[src/rtl/int_issue_queue_if.sv]
// int_issue_queue_if: dispatch, CDB snoop and ready/issue handshake bundle for the integer issue queue
interface int_issue_queue_if #(
    parameter int TAG_W  = 6,
    parameter int DATA_W = 32
);
    logic              dispatch_en;
    logic [3:0]        dispatch_opcode;
    logic [DATA_W-1:0] dispatch_rsdata;
    logic              dispatch_rsvalid;
    logic [TAG_W-1:0]  dispatch_rstag;
    logic [DATA_W-1:0] dispatch_rtdata;
    logic              dispatch_rtvalid;
    logic [TAG_W-1:0]  dispatch_rttag;
    logic [TAG_W-1:0]  dispatch_rdtag;
    logic              queue_full;
    logic [3:0]        queue_count;
    logic              cdb_valid;
    logic [TAG_W-1:0]  cdb_tagout;
    logic [DATA_W-1:0] cdb_out;
    logic              flush;
    logic              ready_int;
    logic              issue_int;
    logic [3:0]        issue_opcode;
    logic [DATA_W-1:0] issue_rsdata;
    logic [DATA_W-1:0] issue_rtdata;
    logic [TAG_W-1:0]  issue_rdtag;

    modport master (
        output dispatch_en, dispatch_opcode, dispatch_rsdata, dispatch_rsvalid, dispatch_rstag,
               dispatch_rtdata, dispatch_rtvalid, dispatch_rttag, dispatch_rdtag,
               cdb_valid, cdb_tagout, cdb_out, flush, issue_int,
        input  queue_full, queue_count, ready_int, issue_opcode, issue_rsdata, issue_rtdata, issue_rdtag
    );

    modport slave (
        input  dispatch_en, dispatch_opcode, dispatch_rsdata, dispatch_rsvalid, dispatch_rstag,
               dispatch_rtdata, dispatch_rtvalid, dispatch_rttag, dispatch_rdtag,
               cdb_valid, cdb_tagout, cdb_out, flush, issue_int,
        output queue_full, queue_count, ready_int, issue_opcode, issue_rsdata, issue_rtdata, issue_rdtag
    );
endinterface

[src/rtl/int_issue_queue.sv]
// int_issue_queue: collapsing integer reservation queue with CDB wakeup and oldest-ready issue select
module int_issue_queue #(
    parameter int DEPTH  = 4,
    parameter int TAG_W  = 6,
    parameter int DATA_W = 32
) (
    input logic              clk,
    input logic              reset,
    int_issue_queue_if.slave bus
);
    localparam int IW = DEPTH > 1 ? $clog2(DEPTH) : 1;

    typedef struct packed {
        logic              v;
        logic [3:0]        op;
        logic [DATA_W-1:0] rs;
        logic              rsv;
        logic [TAG_W-1:0]  rst;
        logic [DATA_W-1:0] rt;
        logic              rtv;
        logic [TAG_W-1:0]  rtt;
        logic [TAG_W-1:0]  rd;
    } entry_t;

    entry_t     ent   [DEPTH];
    entry_t     woken [DEPTH+1];
    entry_t     nxt   [DEPTH];
    entry_t     new_e;
    logic [IW-1:0] sel;
    logic       found;
    logic       grant;
    logic       do_disp;
    logic [3:0] count;
    logic [3:0] wr_idx;
    logic       rs_hit;
    logic       rt_hit;

    always_comb begin
        found = 1'b0;
        sel = '0;
        for (int i = DEPTH-1; i >= 0; i--) begin
            if (ent[i].v && ent[i].rsv && ent[i].rtv) begin
                found = 1'b1;
                sel = IW'(i);
            end
        end
    end

    assign bus.queue_full   = count == 4'(DEPTH);
    assign bus.queue_count  = count;
    assign bus.ready_int    = found;
    assign bus.issue_opcode = found ? ent[sel].op : '0;
    assign bus.issue_rsdata = found ? ent[sel].rs : '0;
    assign bus.issue_rtdata = found ? ent[sel].rt : '0;
    assign bus.issue_rdtag  = found ? ent[sel].rd : '0;

    assign grant   = bus.issue_int && found;
    assign do_disp = bus.dispatch_en && !bus.queue_full;
    assign wr_idx  = count - {3'b0, grant};
    assign rs_hit  = bus.cdb_valid && !bus.dispatch_rsvalid && bus.dispatch_rstag == bus.cdb_tagout;
    assign rt_hit  = bus.cdb_valid && !bus.dispatch_rtvalid && bus.dispatch_rttag == bus.cdb_tagout;

    always_comb begin
        new_e = '0;
        new_e.v = 1'b1;
        new_e.op = bus.dispatch_opcode;
        new_e.rs = rs_hit ? bus.cdb_out : bus.dispatch_rsdata;
        new_e.rsv = bus.dispatch_rsvalid || rs_hit;
        new_e.rst = bus.dispatch_rstag;
        new_e.rt = rt_hit ? bus.cdb_out : bus.dispatch_rtdata;
        new_e.rtv = bus.dispatch_rtvalid || rt_hit;
        new_e.rtt = bus.dispatch_rttag;
        new_e.rd = bus.dispatch_rdtag;
    end

    always_comb begin
        for (int i = 0; i < DEPTH; i++) begin
            woken[i] = ent[i];
            if (bus.cdb_valid && ent[i].v && !ent[i].rsv && ent[i].rst == bus.cdb_tagout) begin
                woken[i].rs = bus.cdb_out;
                woken[i].rsv = 1'b1;
            end
            if (bus.cdb_valid && ent[i].v && !ent[i].rtv && ent[i].rtt == bus.cdb_tagout) begin
                woken[i].rt = bus.cdb_out;
                woken[i].rtv = 1'b1;
            end
        end
        woken[DEPTH] = '0;
    end

    always_comb begin
        for (int i = 0; i < DEPTH; i++) begin
            nxt[i] = (grant && IW'(i) >= sel) ? woken[i+1] : woken[i];
            if (do_disp && 4'(i) == wr_idx) nxt[i] = new_e;
        end
    end

    always_ff @(posedge clk) begin
        if (reset) begin
            for (int i = 0; i < DEPTH; i++) ent[i] <= '0;
            count <= '0;
        end else if (bus.flush) begin
            for (int i = 0; i < DEPTH; i++) ent[i].v <= 1'b0;
            count <= '0;
        end else begin
            for (int i = 0; i < DEPTH; i++) ent[i] <= nxt[i];
            count <= count + {3'b0, do_disp} - {3'b0, grant};
        end
    end
endmodule

[src/flat_wrapper.sv]
// flat-port wrapper written by rule: the top's interface ports become plain ports
module int_issue_queue_flat 
#(
    parameter int DEPTH  = 4,
    parameter int TAG_W  = 6,
    parameter int DATA_W = 32
)
  (clk, reset, bus_dispatch_en, bus_dispatch_opcode, bus_dispatch_rsdata, bus_dispatch_rsvalid, bus_dispatch_rstag, bus_dispatch_rtdata, bus_dispatch_rtvalid, bus_dispatch_rttag, bus_dispatch_rdtag, bus_cdb_valid, bus_cdb_tagout, bus_cdb_out, bus_flush, bus_issue_int, bus_queue_full, bus_queue_count, bus_ready_int, bus_issue_opcode, bus_issue_rsdata, bus_issue_rtdata, bus_issue_rdtag);
  int_issue_queue_if #(.TAG_W(TAG_W), .DATA_W(DATA_W)) bus_i ();
  input logic clk;
  input logic reset;
  input wire logic [$bits(bus_i.dispatch_en)-1:0] bus_dispatch_en;
  input wire logic [$bits(bus_i.dispatch_opcode)-1:0] bus_dispatch_opcode;
  input wire logic [$bits(bus_i.dispatch_rsdata)-1:0] bus_dispatch_rsdata;
  input wire logic [$bits(bus_i.dispatch_rsvalid)-1:0] bus_dispatch_rsvalid;
  input wire logic [$bits(bus_i.dispatch_rstag)-1:0] bus_dispatch_rstag;
  input wire logic [$bits(bus_i.dispatch_rtdata)-1:0] bus_dispatch_rtdata;
  input wire logic [$bits(bus_i.dispatch_rtvalid)-1:0] bus_dispatch_rtvalid;
  input wire logic [$bits(bus_i.dispatch_rttag)-1:0] bus_dispatch_rttag;
  input wire logic [$bits(bus_i.dispatch_rdtag)-1:0] bus_dispatch_rdtag;
  input wire logic [$bits(bus_i.cdb_valid)-1:0] bus_cdb_valid;
  input wire logic [$bits(bus_i.cdb_tagout)-1:0] bus_cdb_tagout;
  input wire logic [$bits(bus_i.cdb_out)-1:0] bus_cdb_out;
  input wire logic [$bits(bus_i.flush)-1:0] bus_flush;
  input wire logic [$bits(bus_i.issue_int)-1:0] bus_issue_int;
  output wire logic [$bits(bus_i.queue_full)-1:0] bus_queue_full;
  output wire logic [$bits(bus_i.queue_count)-1:0] bus_queue_count;
  output wire logic [$bits(bus_i.ready_int)-1:0] bus_ready_int;
  output wire logic [$bits(bus_i.issue_opcode)-1:0] bus_issue_opcode;
  output wire logic [$bits(bus_i.issue_rsdata)-1:0] bus_issue_rsdata;
  output wire logic [$bits(bus_i.issue_rtdata)-1:0] bus_issue_rtdata;
  output wire logic [$bits(bus_i.issue_rdtag)-1:0] bus_issue_rdtag;
  assign bus_i.dispatch_en = bus_dispatch_en;
  assign bus_i.dispatch_opcode = bus_dispatch_opcode;
  assign bus_i.dispatch_rsdata = bus_dispatch_rsdata;
  assign bus_i.dispatch_rsvalid = bus_dispatch_rsvalid;
  assign bus_i.dispatch_rstag = bus_dispatch_rstag;
  assign bus_i.dispatch_rtdata = bus_dispatch_rtdata;
  assign bus_i.dispatch_rtvalid = bus_dispatch_rtvalid;
  assign bus_i.dispatch_rttag = bus_dispatch_rttag;
  assign bus_i.dispatch_rdtag = bus_dispatch_rdtag;
  assign bus_i.cdb_valid = bus_cdb_valid;
  assign bus_i.cdb_tagout = bus_cdb_tagout;
  assign bus_i.cdb_out = bus_cdb_out;
  assign bus_i.flush = bus_flush;
  assign bus_i.issue_int = bus_issue_int;
  assign bus_queue_full = bus_i.queue_full;
  assign bus_queue_count = bus_i.queue_count;
  assign bus_ready_int = bus_i.ready_int;
  assign bus_issue_opcode = bus_i.issue_opcode;
  assign bus_issue_rsdata = bus_i.issue_rsdata;
  assign bus_issue_rtdata = bus_i.issue_rtdata;
  assign bus_issue_rdtag = bus_i.issue_rdtag;
  int_issue_queue #(.DEPTH(DEPTH), .TAG_W(TAG_W), .DATA_W(DATA_W)) u_core (.clk(clk), .reset(reset), .bus(bus_i));
endmodule
[config.mk]
export PLATFORM = sky130hd
export DESIGN_NAME = int_issue_queue_flat
export DESIGN_NICKNAME = d
export VERILOG_FILES = /design/src/rtl/int_issue_queue_if.sv /design/src/rtl/int_issue_queue.sv /design/src/flat_wrapper.sv
export SDC_FILE = /design/constraint.sdc
export NUM_CORES = 1
export LEC_CHECK = 0
export BUFFER_PORTS_ARGS = -buffer_cell sky130_fd_sc_hd__buf_2
export CAP_MARGIN = 20
export CORE_MARGIN = 3
export CORE_UTILIZATION = 50
export DETAILED_ROUTE_END_ITERATION = 12
export PLACE_DENSITY = 0.72
export SKIP_CTS_REPAIR_TIMING = 1
export SYNTH_ARGS = -nofsm -noshare
export SYNTH_HDL_FRONTEND = slang
export SYNTH_SLANG_ARGS = --single-unit
export TNS_END_PERCENT = 5
[constraint.sdc]
create_clock -name clk -period 9.6 [get_ports clk]
set_input_delay 0.48 -clock clk [delete_from_list [all_inputs] [get_ports clk]]
set_output_delay 0.48 -clock clk [all_outputs]
set_load 0.01 [all_outputs]
* Word-level counts from Yosys, hierarchy flattened *
Memories as Yosys holds them, arrays and structs flattened.
Index checks and enable logic that the tools add are counted.

operators by class
  eq/ne operators = 14
  bitwise operators = 12
  multiplexer cells = 50
  $lt $le $gt $ge = 4
  reductions and logical operators = 57
  add/sub/neg operators = 3

operator list
  operator            count
  $mux 89             8
  $mux 88             4
  $mux 33             8
  $mux 32             4
  $eq 6x6->1          10
  $logic_and 1x1->1   42
  $mux 1              20
  $or 1x1->1          12
  $logic_not 1->1     11
  $eq 2x4->1 const A  2
  $mux 2              4
  $sub 4x1->4         2
  $mux 6              1
  $add 4x1->4         1
  $eq 1x4->1 const A  1
  $eq 4x3->1 const B  1
  $ge 1x2->1 const A  2
  $ge 2x2->1 const A  2
  $logic_not 4->1     1
  $mux 4              1
  $logic_or 1x1->1    2
  $reduce_or 2->1     1

storage, ports and cells
  memory bits (writable) = 356
  bits in registers = 4
  memories = 1

memories
  memory      words  width  read ports  clocked after Yosys merged registers in  write ports  RTL line               text
  u_core.ent  4      89     5           0                                        4            int_issue_queue.sv:25  entry_t ent [DEPTH];

* Logic depth before layout (Yosys ltp) *
An unclocked memory read counts as a cell.

  depth after elaboration = 13
  mapped depth = 16

* Worst setup path before layout *
Ideal clock, no wire load.

  path kind = input to register
  start = in reset
  end = mem u_core.ent[0][51] (netlist name), enable pin
  stages on the path = 5
  setup slack = 0.550 ns
  required time = 9.131 ns
  setup time = 0.469 ns
  arrival time = 8.582 ns
  cell sequence = clkbuf_1 -> nand2b_1 -> and3_1 -> nand4_1 -> o21ai_0

RTL lines
  element          RTL line               text
  start, declared  flat_wrapper.sv:11     input logic reset;
  end, declared    int_issue_queue.sv:25

==> impl_metrics.json <==
{
  "rows": 75,
  "drt-vias-per-instance": 6.951,
  "rr_startpoint": "u_core.ent[1][12]$_SDFFCE_PP0P_",
  "avgSynthCellArea_sq_um": 11.02,
  "critPathCaptureType": "output pin",
  "finalSetupViolCount": 0,
  "dp_hpwl_um": 39500,
  "fp.dieArea_sq_um": 45690,
  "first_pass_iters": 5,
  "tns_ns": 0,
  "post-place-ws_ns": 5.142,
  "syn-cell-area_sq_um": 21580,
  "io_pins": 212,
  "dpl_cell_area_sq_um": 22720,
  "cts_max_level": 2,
  "clk_latency_ns": 0.58,
  "cts_tree": "done",
  "cts.sink_count": 360,
  "cts_made_buffers": 42,
  "setup_ws_ns": 4.946,
  "drt.antenna.violating_nets": 0,
  "grt_max_degree": 77,
  "ys.flop_type": "edfxtp_1",
  "final.hold.worst_slack_ns": 0.2416,
  "postLayoutCoreUtil_pct": 56.78,
  "seq_area_frac_synth_pct": 49.86,
  "antenna_found_initial": 2,
  "finClkSkew_ns": 0.02714,
  "grtUsageTotal_pct": 29.93,
  "min_period_over_period_pct": 48.48,
  "yosys_register_bits": 360,
  "grt_busiest_layer": "met2",
  "synth-edff-count": 355,
  "initial_core_util_pct": 50.99,
  "tightestPinTransition_ns": 1.193,
  "grt_use_met1_pct": 40.68,
  "grt_overflow": 0,
  "maxCapViolations": 0,
  "vdd_drop_max_v": 0.0001296,
  "synthCells": 1958,
  "path_clk_slew_ns": 0.06,
  "dieWidth_um": 213.8,
  "yosys_warnings": 0,
  "synthArstFlopShare_pct": 0,
  "power.density_nw_per_um2": 170.1,
  "antenna_cells": 0,
  "max-slew-margin-rel_pct": 20.46,
  "portBuffers": 211,
  "fin_crit_ns": 4.654,
  "wl_per_cell_um": 26.88,
  "core_sq_um": 42320,
  "final_max_slew_viol_count": 0,
  "drt_iter0_drc": 2442,
  "status": "finished clean",
  "cts-root-buf": "clkbuf_16",
  "netlist-cell-type-count": 54,
  "grt_pass1_vias": 17930,
  "grtUsageMet2_pct": 47.16,
  "drive_gt1_share_pct": 16.59,
  "hold_path_class": "in2reg",
  "cp-startpoint": "u_core.ent[1][12]$_SDFFCE_PP0P_",
  "layout_commonest_cell": "edfxtp_1",
  "arrival_ns": 4.17,
  "hp-start": "bus_dispatch_rdtag[4]",
  "critPathKind": "reg2out",
  "routed_wirelength_um": 71080,
  "final_cell_mix": "edfxtp_1, mux2i_1, o22ai_1",
  "fin_area_sq_um": 24030,
  "path_max_fanout": 75,
  "clk_path_buf_depth": 3,
  "hold_viol": 0,
  "clock.fmax_ghz": 0.2149,
  "rsz0062_at_grt": "false",
  "required_ns": 9.12,
  "grt_pass1_wl_um": 105600,
  "finish.net_count": 2177,
  "die_h_um": 213.8,
  "drc": 0,
  "gr-usage-met3_pct": 5.911,
  "gp_congestion": 0.9417,
  "p_leak_nw": 10.14,
  "start_kind": "flip-flop",
  "synth_nets": 2100,
  "vias": 18380,
  "syn2layout_area_growth_pct": 11.34
}
-- cell type report --
cell class	instances	area [sq um]
clock buffers	52	1110
clock inverters	24	131.4
fillers	3560	18290
inverters	10	37.54
multi-input cells	1372	9879
flip-flops and latches	360	10760
well taps	577	721.9
repair buffers	249	1389
-- worst max-delay path, stage by stage (launching register included) --
cell and delay, ns:
edfxtp_1 0.45, and3_1 0.30, nor2_4 0.12, buf_4 0.92, o21ai_4 0.44, buf_16 0.30
buf_4 0.35, o22ai_1 0.45, buf_2 0.22
-- flip-flops by register name, summed over array words and instances, names as in the netlist --
name,flops
u_core.ent,356
u_core.bus.queue_count,4
-- per-stage QoR --
stage	total power [W]	cells
after global placement	0.002571	2565
after floorplan	0.002401	1958
after detailed placement	0.002594	2565
after global routing	0.004213	2644
after CTS	0.004077	2641
final	0.004086	2644
-- report_power, final --
group / internal [W] / total [W] / switching (W)
clock network: 0.000844 / 0.00151 / 0.000662
logic: 0.000209 / 0.000580 / 0.000371
registers: 0.00191 / 0.00200 / 0.0000923
total: 0.00296 / 0.00409 / 0.00112
-- final timing paths --
kind                                         end  depth (start not counted)  slack, ns
hold / removal    u_core.ent[3][4]$_SDFFCE_PN0P_                          2       0.24
setup / recovery            bus_issue_rtdata[31]                          8       4.95
setup reg to reg     u_core.ent[0][86]$_DFFE_PP_                         13       5.11
hold reg to reg   u_core.ent[2][88]$_SDFFE_PP0P_                          2       0.56
-- cell families after synthesis --
group | share of synthesized area [%]
xor gates and xnor gates | 2.557
buffers and inverters | 5.003
adders and majority gates | 0.6145
AOI/OAI and AO/OA | 17.15
DFF | 49.86
and+or+nand+nor | 8.818
muxes | 15.98
other | 0.01738
-- synth_stat cells, types with 7 or more instances --
| cell | n | area [sq um] |
|---|---|---|
| xor2_1 | 29 | 254.0 |
| edfxtp_1 | 355 | 10660 |
| buf_1 | 36 | 135.1 |
| buf_6 | 14 | 157.7 |
| o32ai_1 | 64 | 560.5 |
| o221ai_1 | 64 | 560.5 |
| nor2_1 | 141 | 529.3 |
| clkbuf_1 | 91 | 341.6 |
| and2_1 | 26 | 162.7 |
| xnor2_1 | 34 | 297.8 |
| buf_4 | 13 | 97.59 |
| nor4_1 | 11 | 68.82 |
| nand3_1 | 72 | 360.4 |
| and3_1 | 7 | 43.79 |
| mux2i_1 | 342 | 3423 |
| o22ai_1 | 332 | 2077 |
| buf_2 | 62 | 310.3 |
| a21oi_1 | 76 | 380.4 |
| nand2_1 | 93 | 349.1 |
| nand2b_1 | 9 | 56.30 |
| inv_1 | 8 | 30.03 |
| ha_1 | 9 | 112.6 |
-- metal layers --
metal / wire, um / part of all wire [%] / vias to the layer above
met2: 33070 / 47 / 1337
met5: 27 / 0.038 / -
li1: - / - / 7885
met4: 2521 / 3.5 / 4
met3: 8514 / 12 / 167
met1: 26940 / 38 / 8985
No activity file was read; power rests on OpenSTA's default activity.
